`src/rtl/led_step_ctrl.sv`:
```
// Purpose: debounced three-button speed/run control that emits one-cycle step pulses for an LED shifter.
// Latency: a held button takes 2 (sync) + DEB_CYCLES (debounce) + 1 (event) + 1 (apply) edges to act; step is registered.
// Backpressure: none; step is a free-running pulse and the downstream shifter must accept every pulse.
//
// Ports:
//   clk        sole clock, rising edge
//   reset      asynchronous active-low reset
//   btn_up     raw "faster" button (async, active-high)
//   btn_dn     raw "slower" button (async, active-high)
//   btn_pause  raw run/pause toggle button (async, active-high)
//   step       one-cycle pulse, one per step period P = BASE_DIV * (8 - speed)
//   speed      current speed level, 0 slowest .. 7 fastest
//   running    1 while running, 0 while paused
module led_step_ctrl #(
    parameter int DEB_CYCLES = 16,
    parameter int BASE_DIV   = 2
) (
    input  logic       clk,
    input  logic       reset,
    input  logic       btn_up,
    input  logic       btn_dn,
    input  logic       btn_pause,
    output logic       step,
    output logic [2:0] speed,
    output logic       running
);

    // Prescaler must hold values up to the slowest period minus one.
    localparam int CW = $clog2(8 * BASE_DIV);
    localparam int DW = $clog2(DEB_CYCLES);
    localparam logic [DW-1:0] DEB_LAST = DW'(DEB_CYCLES - 1);

    typedef enum logic {
        RUN   = 1'b0,
        PAUSE = 1'b1
    } state_t;

    // Button index: 0 = up, 1 = down, 2 = pause.
    logic [2:0]    raw;
    logic [2:0]    sync1;
    logic [2:0]    sync2;
    logic [2:0]    deb;
    logic [2:0]    deb_d;
    logic [2:0]    ev;
    logic [DW-1:0] dcnt [3];

    assign raw = {btn_pause, btn_dn, btn_up};

    // Synchronizer, debouncer and rising-edge event generator per button.
    always_ff @(posedge clk or negedge reset) begin
        if (!reset) begin
            sync1 <= '0;
            sync2 <= '0;
            deb   <= '0;
            deb_d <= '0;
            ev    <= '0;
            for (int i = 0; i < 3; i++) begin
                dcnt[i] <= '0;
            end
        end else begin
            sync1 <= raw;
            sync2 <= sync1;
            deb_d <= deb;
            // Event lands one cycle after the debounced level rises; releases are ignored.
            ev    <= deb & ~deb_d;
            for (int i = 0; i < 3; i++) begin
                if (sync2[i] != deb[i]) begin
                    // The flip happens on the DEB_CYCLES-th consecutive differing sample.
                    if (dcnt[i] == DEB_LAST) begin
                        deb[i]  <= sync2[i];
                        dcnt[i] <= '0;
                    end else begin
                        dcnt[i] <= dcnt[i] + 1'b1;
                    end
                end else begin
                    // Any agreeing sample restarts the stability count.
                    dcnt[i] <= '0;
                end
            end
        end
    end

    logic up_ev;
    logic dn_ev;
    logic pause_ev;

    assign up_ev    = ev[0];
    assign dn_ev    = ev[1];
    assign pause_ev = ev[2];

    logic          spd_chg;
    logic [2:0]    spd_next;
    logic [CW-1:0] last;
    logic [CW-1:0] cnt;
    state_t        state;

    // Simultaneous up/down cancel; saturated requests are no-ops.
    always_comb begin
        spd_chg  = 1'b0;
        spd_next = speed;
        if (up_ev && !dn_ev && (speed != 3'd7)) begin
            spd_chg  = 1'b1;
            spd_next = speed + 3'd1;
        end else if (dn_ev && !up_ev && (speed != 3'd0)) begin
            spd_chg  = 1'b1;
            spd_next = speed - 3'd1;
        end
    end

    // Terminal count of the current step period.
    always_comb begin
        last = CW'(BASE_DIV * (8 - int'(speed)) - 1);
    end

    always_ff @(posedge clk or negedge reset) begin
        if (!reset) begin
            state   <= RUN;
            running <= 1'b1;
            speed   <= 3'd3;
            cnt     <= '0;
            step    <= 1'b0;
        end else begin
            case (state)
                RUN: begin
                    if (pause_ev) begin
                        state   <= PAUSE;
                        running <= 1'b0;
                    end
                end
                PAUSE: begin
                    if (pause_ev) begin
                        state   <= RUN;
                        running <= 1'b1;
                    end
                end
                default: begin
                    state   <= RUN;
                    running <= 1'b1;
                end
            endcase

            if (spd_chg) begin
                // A speed change restarts the period and swallows any step due on this edge.
                speed <= spd_next;
                cnt   <= '0;
                step  <= 1'b0;
            end else if (state == RUN) begin
                if (cnt == last) begin
                    cnt  <= '0;
                    // Only a one-cycle period could request back-to-back steps; every other one is dropped.
                    step <= ~step;
                end else begin
                    cnt  <= cnt + 1'b1;
                    step <= 1'b0;
                end
            end else begin
                step <= 1'b0;
            end
        end
    end

endmodule

```
`config.mk`:
```
export PLATFORM = sky130hd
export DESIGN_NAME = led_step_ctrl
export DESIGN_NICKNAME = d
export VERILOG_FILES = /design/src/rtl/led_step_ctrl.sv
export SDC_FILE = /design/constraint.sdc
export NUM_CORES = 1
export LEC_CHECK = 0
export ABC_AREA = 1
export ABC_CLOCK_PERIOD_IN_PS = 3700
export BUFFER_PORTS_ARGS = -buffer_cell sky130_fd_sc_hd__clkbuf_2
export CORE_MARGIN = 2
export CORE_UTILIZATION = 40
export DETAILED_ROUTE_END_ITERATION = 6
export PLACE_DENSITY = 0.63
export SLEW_MARGIN = 15
export SYNTH_ARGS = -nofsm -noshare
export SYNTH_HDL_FRONTEND = slang
export SYNTH_SLANG_ARGS = --single-unit
```
`constraint.sdc`:
```
create_clock -name clk -period 3.7 [get_ports clk]
set_clock_uncertainty 0.05 [all_clocks]
set_input_delay 0 -clock clk [delete_from_list [all_inputs] [get_ports clk]]
set_output_delay 0 -clock clk [all_outputs]
set_load 0.01 [all_outputs]
```
; Word-level counts from Yosys, hierarchy flattened
; Index checks and enable logic that the tools add are counted.
[op_classes]
n_bitwise = 4
n_eq_ne = 11
reduce_logical = 13
n_addsub = 8
n_mux = 22
[op_table]
columns = operator, count
row1 = 4-bit 2-to-1 mux, 9
row2 = "4-bit by 1-bit adder with 4-bit output, second input constant", 4
row3 = "4-bit == test, second input constant", 3
row4 = 2-bit AND reduction, 5
row5 = 1-bit 2-to-1 mux, 9
row6 = 3-bit 2-to-1 mux, 2
row7 = "2-bit inequality test, second input constant", 3
row8 = 4-bit == test, 1
row9 = 1-bit logical AND, 4
row10 = 1-bit case mux with 2 select lines, 2
row11 = "4-bit by 2-bit subtractor with 4-bit output, second input constant", 1
row12 = "3-bit by 1-bit adder with 3-bit output, second input constant", 1
row13 = 3-bit AND, 1
row14 = 1-bit inequality test, 3
row15 = "3-bit inequality test, second input constant", 1
row16 = 3-bit NOT, 1
row17 = 3-bit nonzero test, 1
row18 = "1-bit by 3-bit subtractor with 3-bit output, first input constant", 1
row19 = "3-bit by 1-bit subtractor with 3-bit output, second input constant", 1
row20 = 1-bit zero test, 2
row21 = 1-bit NOT, 2
row22 = 2-bit nonzero test, 1
[totals]
output_inout_bits = 5
regBits = 37
inputBits = 5

; Longest topological paths before layout
[logic_depth]
word_depth = 6
mapped_depth = 10
depth_no_buf = 10

; Least setup slack after synthesis
; No wires, ideal clock.
[synth_path]
kind = reg2reg
from = register speed[0]
to = register cnt[3]
n_path_buf = 0
stages_incl_launch_ff = 11
required_ps = 3523
path_slack_ps = 1869
period_less_slack_ps = 1831
arrival_ps = 1654
cell_sequence = dfstp_2 -> inv_2 -> ha_1 -> ha_1 -> inv_1 -> nand2_1 -> nand3_1 -> nand2_1 -> nand4_2 -> nand3_1 -> o21ai_0
[synth_between]
elab_chain_len = 6
word_cells_on_any_way = 13
[synth_rtl]
columns = element, line
row1 = from (decl), 24  ; output logic [2:0] speed,
row2 = from (signal assigned), 144  ; speed <= spd_next;
row3 = 1-bit by 3-bit subtractor with 3-bit output, 112  ; last = CW'(BASE_DIV * (8 - int'(speed)) - 1);
row4 = 4-bit by 2-bit subtractor with 4-bit output, 112
row5 = via last[1], 93  ; logic [CW-1:0] last;
row6 = 4-bit == test, 148  ; if (cnt == last) begin
row7 = 4-bit 2-to-1 mux, 148
row8 = 4-bit 2-to-1 mux, 147  ; end else if (state == RUN) begin
row9 = 4-bit 2-to-1 mux, 142  ; if (spd_chg) begin
row10 = to (signal assigned), 153  ; cnt <= cnt + 1'b1;
row11 = to (decl), 94  ; logic [CW-1:0] cnt;
; The timed path passes the listed nets, and every way through them passes these cells. The select of a mux whose other input is x is not followed.
; A chain may end at the register's enable or synchronous reset.

; Final worst setup path
[layout_path]
from = register speed[0]
to = register cnt[1]
; Same word-level chain as after synthesis.

==> flow_results.xml <==
<?xml version="1.0" encoding="UTF-8"?>
<metrics>
  <group name="grt">
    <metric name="number_of_global_route_vias_before_repair" unit="">1111</metric>
    <metric name="antenna_found_initial" unit="">0</metric>
    <metric name="global_route_track_usage_on_met1" unit="%">15.05</metric>
    <metric name="global_route.peak_usage_layer" unit="">met2</metric>
    <metric name="grt.met2_usage" unit="%">24.76</metric>
    <metric name="grt_max_degree" unit="">38</metric>
    <metric name="grt_use_met3" unit="%">4.934</metric>
    <metric name="overall_global_routing_usage" unit="%">13.90</metric>
    <metric name="grt_pass1_wl" unit="mm">4.636</metric>
    <metric name="globalRoute.totalOverflow" unit="">0</metric>
  </group>
  <group name="job">
    <metric name="max-cap-violations" unit="">0</metric>
  </group>
  <group name="synth">
    <metric name="ys_seq_area_share" unit="%">56.67</metric>
    <metric name="ff_latch_count_synth" unit="">37</metric>
    <metric name="synthDominantCellAreaShare" unit="%">51.87</metric>
    <metric name="syn-num-nets" unit="">179</metric>
    <metric name="netlist_top_cells_area" unit="">sky130_fd_sc_hd__dfrtp_1 52%, sky130_fd_sc_hd__ha_1 7.6%, sky130_fd_sc_hd__nor2_1 5.5%</metric>
    <metric name="post_synth.cell_area_avg" unit="sq um">10.06</metric>
    <metric name="syn_inst" unit="">163</metric>
    <metric name="syn_area" unit="sq um">1640</metric>
    <metric name="synth_warnings" unit="">0</metric>
    <metric name="synthDominantAreaCellType" unit="">sky130_fd_sc_hd__dfrtp_1</metric>
    <metric name="post_synth_num_cell_types" unit="">21</metric>
  </group>
  <group name="drt">
    <metric name="vias" unit="">1084</metric>
    <metric name="detailedRoute.firstIterationViolations" unit="">23</metric>
    <metric name="final_antenna_net_count" unit="">0</metric>
    <metric name="routed_wirelength" unit="mm">2.614</metric>
    <metric name="post-route-drc-count" unit="">0</metric>
    <metric name="drt-vias-per-instance" unit="">4.632</metric>
    <metric name="avgRoutedWirePerCell" unit="um">11.17</metric>
    <metric name="first_pass_iters" unit="">4</metric>
  </group>
  <group name="placed_design">
    <metric name="hpwl" unit="mm">1.942</metric>
    <metric name="place_congestion" unit="">0.7756</metric>
    <metric name="place.port_buffers" unit="">9</metric>
    <metric name="post-place-cells" unit="">222</metric>
    <metric name="post-place-ws" unit="ns">1.722</metric>
  </group>
  <group name="floorplan">
    <metric name="initial_utilization" unit="%">41.30</metric>
    <metric name="core-area" unit="sq um">3971</metric>
    <metric name="die_w" unit="um">68.04</metric>
    <metric name="overall_die_area" unit="sq um">4629</metric>
    <metric name="design.portCount" unit="">10</metric>
    <metric name="rows" unit="">23</metric>
    <metric name="die_height" unit="um">68.04</metric>
  </group>
  <group name="timing">
    <metric name="whs" unit="ns">0.3009</metric>
    <metric name="slew_violations" unit="">0</metric>
    <metric name="timing.final.crit_period" unit="ns">1.977</metric>
    <metric name="max_freq" unit="GHz">0.5058</metric>
    <metric name="finalSetupViolations" unit="">0</metric>
    <metric name="worst_slack" unit="ns">1.723</metric>
    <metric name="relSlewSlack" unit="%">41.91</metric>
    <metric name="worst_pin_slew" unit="ns">0.8713</metric>
    <metric name="report.final.hold_viol_count" unit="">0</metric>
    <metric name="fin_tns_setup" unit="ns">0</metric>
    <metric name="grt_setup_unrepaired" unit="">false</metric>
    <metric name="min_period_over_period" unit="%">53.44</metric>
  </group>
  <group name="finish">
    <metric name="mostFrequentLayoutCell" unit="">sky130_fd_sc_hd__dfrtp_1</metric>
    <metric name="layout.filler_cells" unit="">365</metric>
    <metric name="most_used_cells_in_the_layout_excluding_fill_and_tap_cells" unit="">34 x sky130_fd_sc_hd__dfrtp_1, 24 x sky130_fd_sc_hd__nor2_1, 23 x sky130_fd_sc_hd__inv_1</metric>
    <metric name="syn2layout_area_growth" unit="%">16.32</metric>
    <metric name="final_cells" unit="">234</metric>
    <metric name="proportion_of_layout_cells_with_a_drive_suffix_above_1" unit="%">15.76</metric>
    <metric name="nNetsFinal" unit="">199</metric>
    <metric name="antenna-diode-count" unit="">0</metric>
  </group>
  <group name="critical_path">
    <metric name="critical_path_peak_fanout" unit="">8</metric>
    <metric name="cp_cell_sequence" unit="">inv_2, ha_1, ha_1, inv_1, nand2_1, nand3_1, nand2_1, nand4_2, nand3_1, o21ai_0</metric>
    <metric name="critical-path-top-delay-family" unit="">flip-flops</metric>
    <metric name="cp_capture_type" unit="">register</metric>
    <metric name="worstPathRequired" unit="ns">3.81</metric>
    <metric name="criticalPathCategory" unit="">reg -&gt; reg</metric>
    <metric name="setup.worst_path.start_class" unit="">register</metric>
    <metric name="crit_path_buf_inv_count" unit="">2</metric>
    <metric name="timing.critical_path.slowest_stage_cell" unit="">sky130_fd_sc_hd__dfstp_2</metric>
    <metric name="worst_ep_arrival_time" unit="ns">2.09</metric>
    <metric name="critical_path.reg2reg.startpoint" unit="">speed[0]$_DFFE_PN1N_</metric>
    <metric name="max_stage_delay" unit="ns">0.64</metric>
    <metric name="setup.worst_path.start" unit="">speed[0]$_DFFE_PN1N_</metric>
  </group>
  <group name="cts">
    <metric name="hold_buffers" unit="">4</metric>
    <metric name="ctsLongestPathBuffers" unit="">2</metric>
    <metric name="cts_htree_levels" unit="">2</metric>
    <metric name="clkSlewWorstSetupHoldPaths" unit="ns">0.07</metric>
    <metric name="cts_inserted_buffers" unit="">5</metric>
    <metric name="buffers_inserted_by_post_cts_timing_repair" unit="">0</metric>
    <metric name="clock-root-buffer" unit="">sky130_fd_sc_hd__clkbuf_8</metric>
    <metric name="clock-sinks" unit="">37</metric>
    <metric name="resized_gates_after_cts" unit="">0</metric>
    <metric name="tritoncts" unit="">built</metric>
    <metric name="clk_latency" unit="ns">0.28</metric>
  </group>
  <group name="outcome">
    <metric name="status" unit="">complete, no violations</metric>
  </group>
  <group name="power_and_ir_drop">
    <metric name="maximum_ir_drop_on_the_vdd_rail" unit="V">0.0002587</metric>
    <metric name="power_leakage" unit="nW">0.9617</metric>
    <metric name="pwr_density_cell" unit="nW/um^2">542.7</metric>
  </group>
  <group name="worst_hold_path">
    <metric name="hold_start" unit="">sync1[1]$_DFF_PN0_</metric>
    <metric name="hp-class" unit="">reg -&gt; reg</metric>
  </group>
</metrics>
-- registers in the layout, summed over array words and instances, names as in the netlist --
name     count
dcnt        12
ev           3
speed        3
deb_d        3
state        1
step         1
cnt          4
sync1        3
sync2        3
running      1
deb          3
-- worst reg2reg max path, cell delays in order (launching register included) --
cell and delay, ns:
sky130_fd_sc_hd__dfstp_2 0.64, sky130_fd_sc_hd__inv_2 0.08, sky130_fd_sc_hd__ha_1 0.20, sky130_fd_sc_hd__ha_1 0.32, sky130_fd_sc_hd__inv_1 0.06, sky130_fd_sc_hd__nand2_1 0.09
sky130_fd_sc_hd__nand3_1 0.07, sky130_fd_sc_hd__nand2_1 0.08, sky130_fd_sc_hd__nand4_2 0.11, sky130_fd_sc_hd__nand3_1 0.09, sky130_fd_sc_hd__o21ai_0 0.07
-- report_power, final --
group	total (mW)	leakage, nW	switching [mW]	internal (mW)
clock	0.356	0.0574	0.137	0.219
sequential	0.486	0.474	0.0395	0.447
combinational	0.193	0.430	0.107	0.0860
total	1.04	0.962	0.284	0.752
-- final timing paths --
path / endpoint / cells after the start / slack (ns)
worst min-delay path: sync2[1]$_DFF_PN0_ / 0 / 0.30
worst max-delay path: cnt[1]$_DFFE_PN0P_ / 10 / 1.72
worst min register to register: sync2[1]$_DFF_PN0_ / 0 / 0.30
worst max register to register: cnt[1]$_DFFE_PN0P_ / 10 / 1.72
min in group asynchronous: sync2[0]$_DFF_PN0_ / 2 / 0.31
max in group asynchronous: dcnt[4]$_DFF_PN0_ / 2 / 2.74
-- per-layer routing --
metal	vias up	share of wire (%)
li1	547	-
met1	521	43
met2	12	53
met3	4	3.5
met4	0	0.99
met5	-	0
-- final cells by class --
type,instances,area [sq um],area share (%)
inverters,24,90.09,4.721
repair buffers,13,85.08,4.459
multi-input cells,102,620.6,32.52
well taps,50,62.56,3.279
clock inverters,2,37.54,1.967
clock buffers,6,82.58,4.328
flip-flops and latches,37,929.6,48.72
-- synthesized netlist by cell type --
master	number
sky130_fd_sc_hd__ha_1	10
sky130_fd_sc_hd__nand2_1	20
sky130_fd_sc_hd__xnor2_1	4
sky130_fd_sc_hd__nor3b_2	1
sky130_fd_sc_hd__nor2_2	1
sky130_fd_sc_hd__nand3_1	15
sky130_fd_sc_hd__o21bai_1	1
sky130_fd_sc_hd__inv_1	23
sky130_fd_sc_hd__nor2_1	24
sky130_fd_sc_hd__xor2_1	7
sky130_fd_sc_hd__a21oi_1	6
sky130_fd_sc_hd__inv_2	1
sky130_fd_sc_hd__nor3_1	2
sky130_fd_sc_hd__o21ai_0	3
sky130_fd_sc_hd__nand2_2	4
sky130_fd_sc_hd__nand3_2	1
sky130_fd_sc_hd__dfrtp_1	34
sky130_fd_sc_hd__nand4_2	1
sky130_fd_sc_hd__fa_1	1
sky130_fd_sc_hd__mux2i_1	1
sky130_fd_sc_hd__dfstp_2	3
-- through the flow --
| stage | total power, mW | instance area [sq um] | util (%) |
|---|---|---|---|
| finish | 1.036 | 1908 | 48.05 |
| floorplan | 0.6336 | 1640 | - |
| global route | 1.103 | 1908 | 48.05 |
| global placement | 0.6744 | 1748 | 44.01 |
| CTS | 1.050 | 1908 | 48.05 |
| detailed placement | 0.6860 | 1748 | 44.01 |
-- cells by family (layout without fill, tap and decap cells) --
kind of cell / after synthesis / in the layout / synth area share (%)
buffers and inverters: 24 / 45 / 5.492
DFF: 37 / 37 / 56.67
muxes: 1 / 1 / 0.6102
adders and majority gates: 11 / 11 / 8.848
xor gates and xnor gates: 11 / 11 / 5.873
and+or+nand+nor: 69 / 69 / 19.30
AOI/OAI and AO/OA: 10 / 10 / 3.204
No activity file was read; power rests on OpenSTA's default activity.
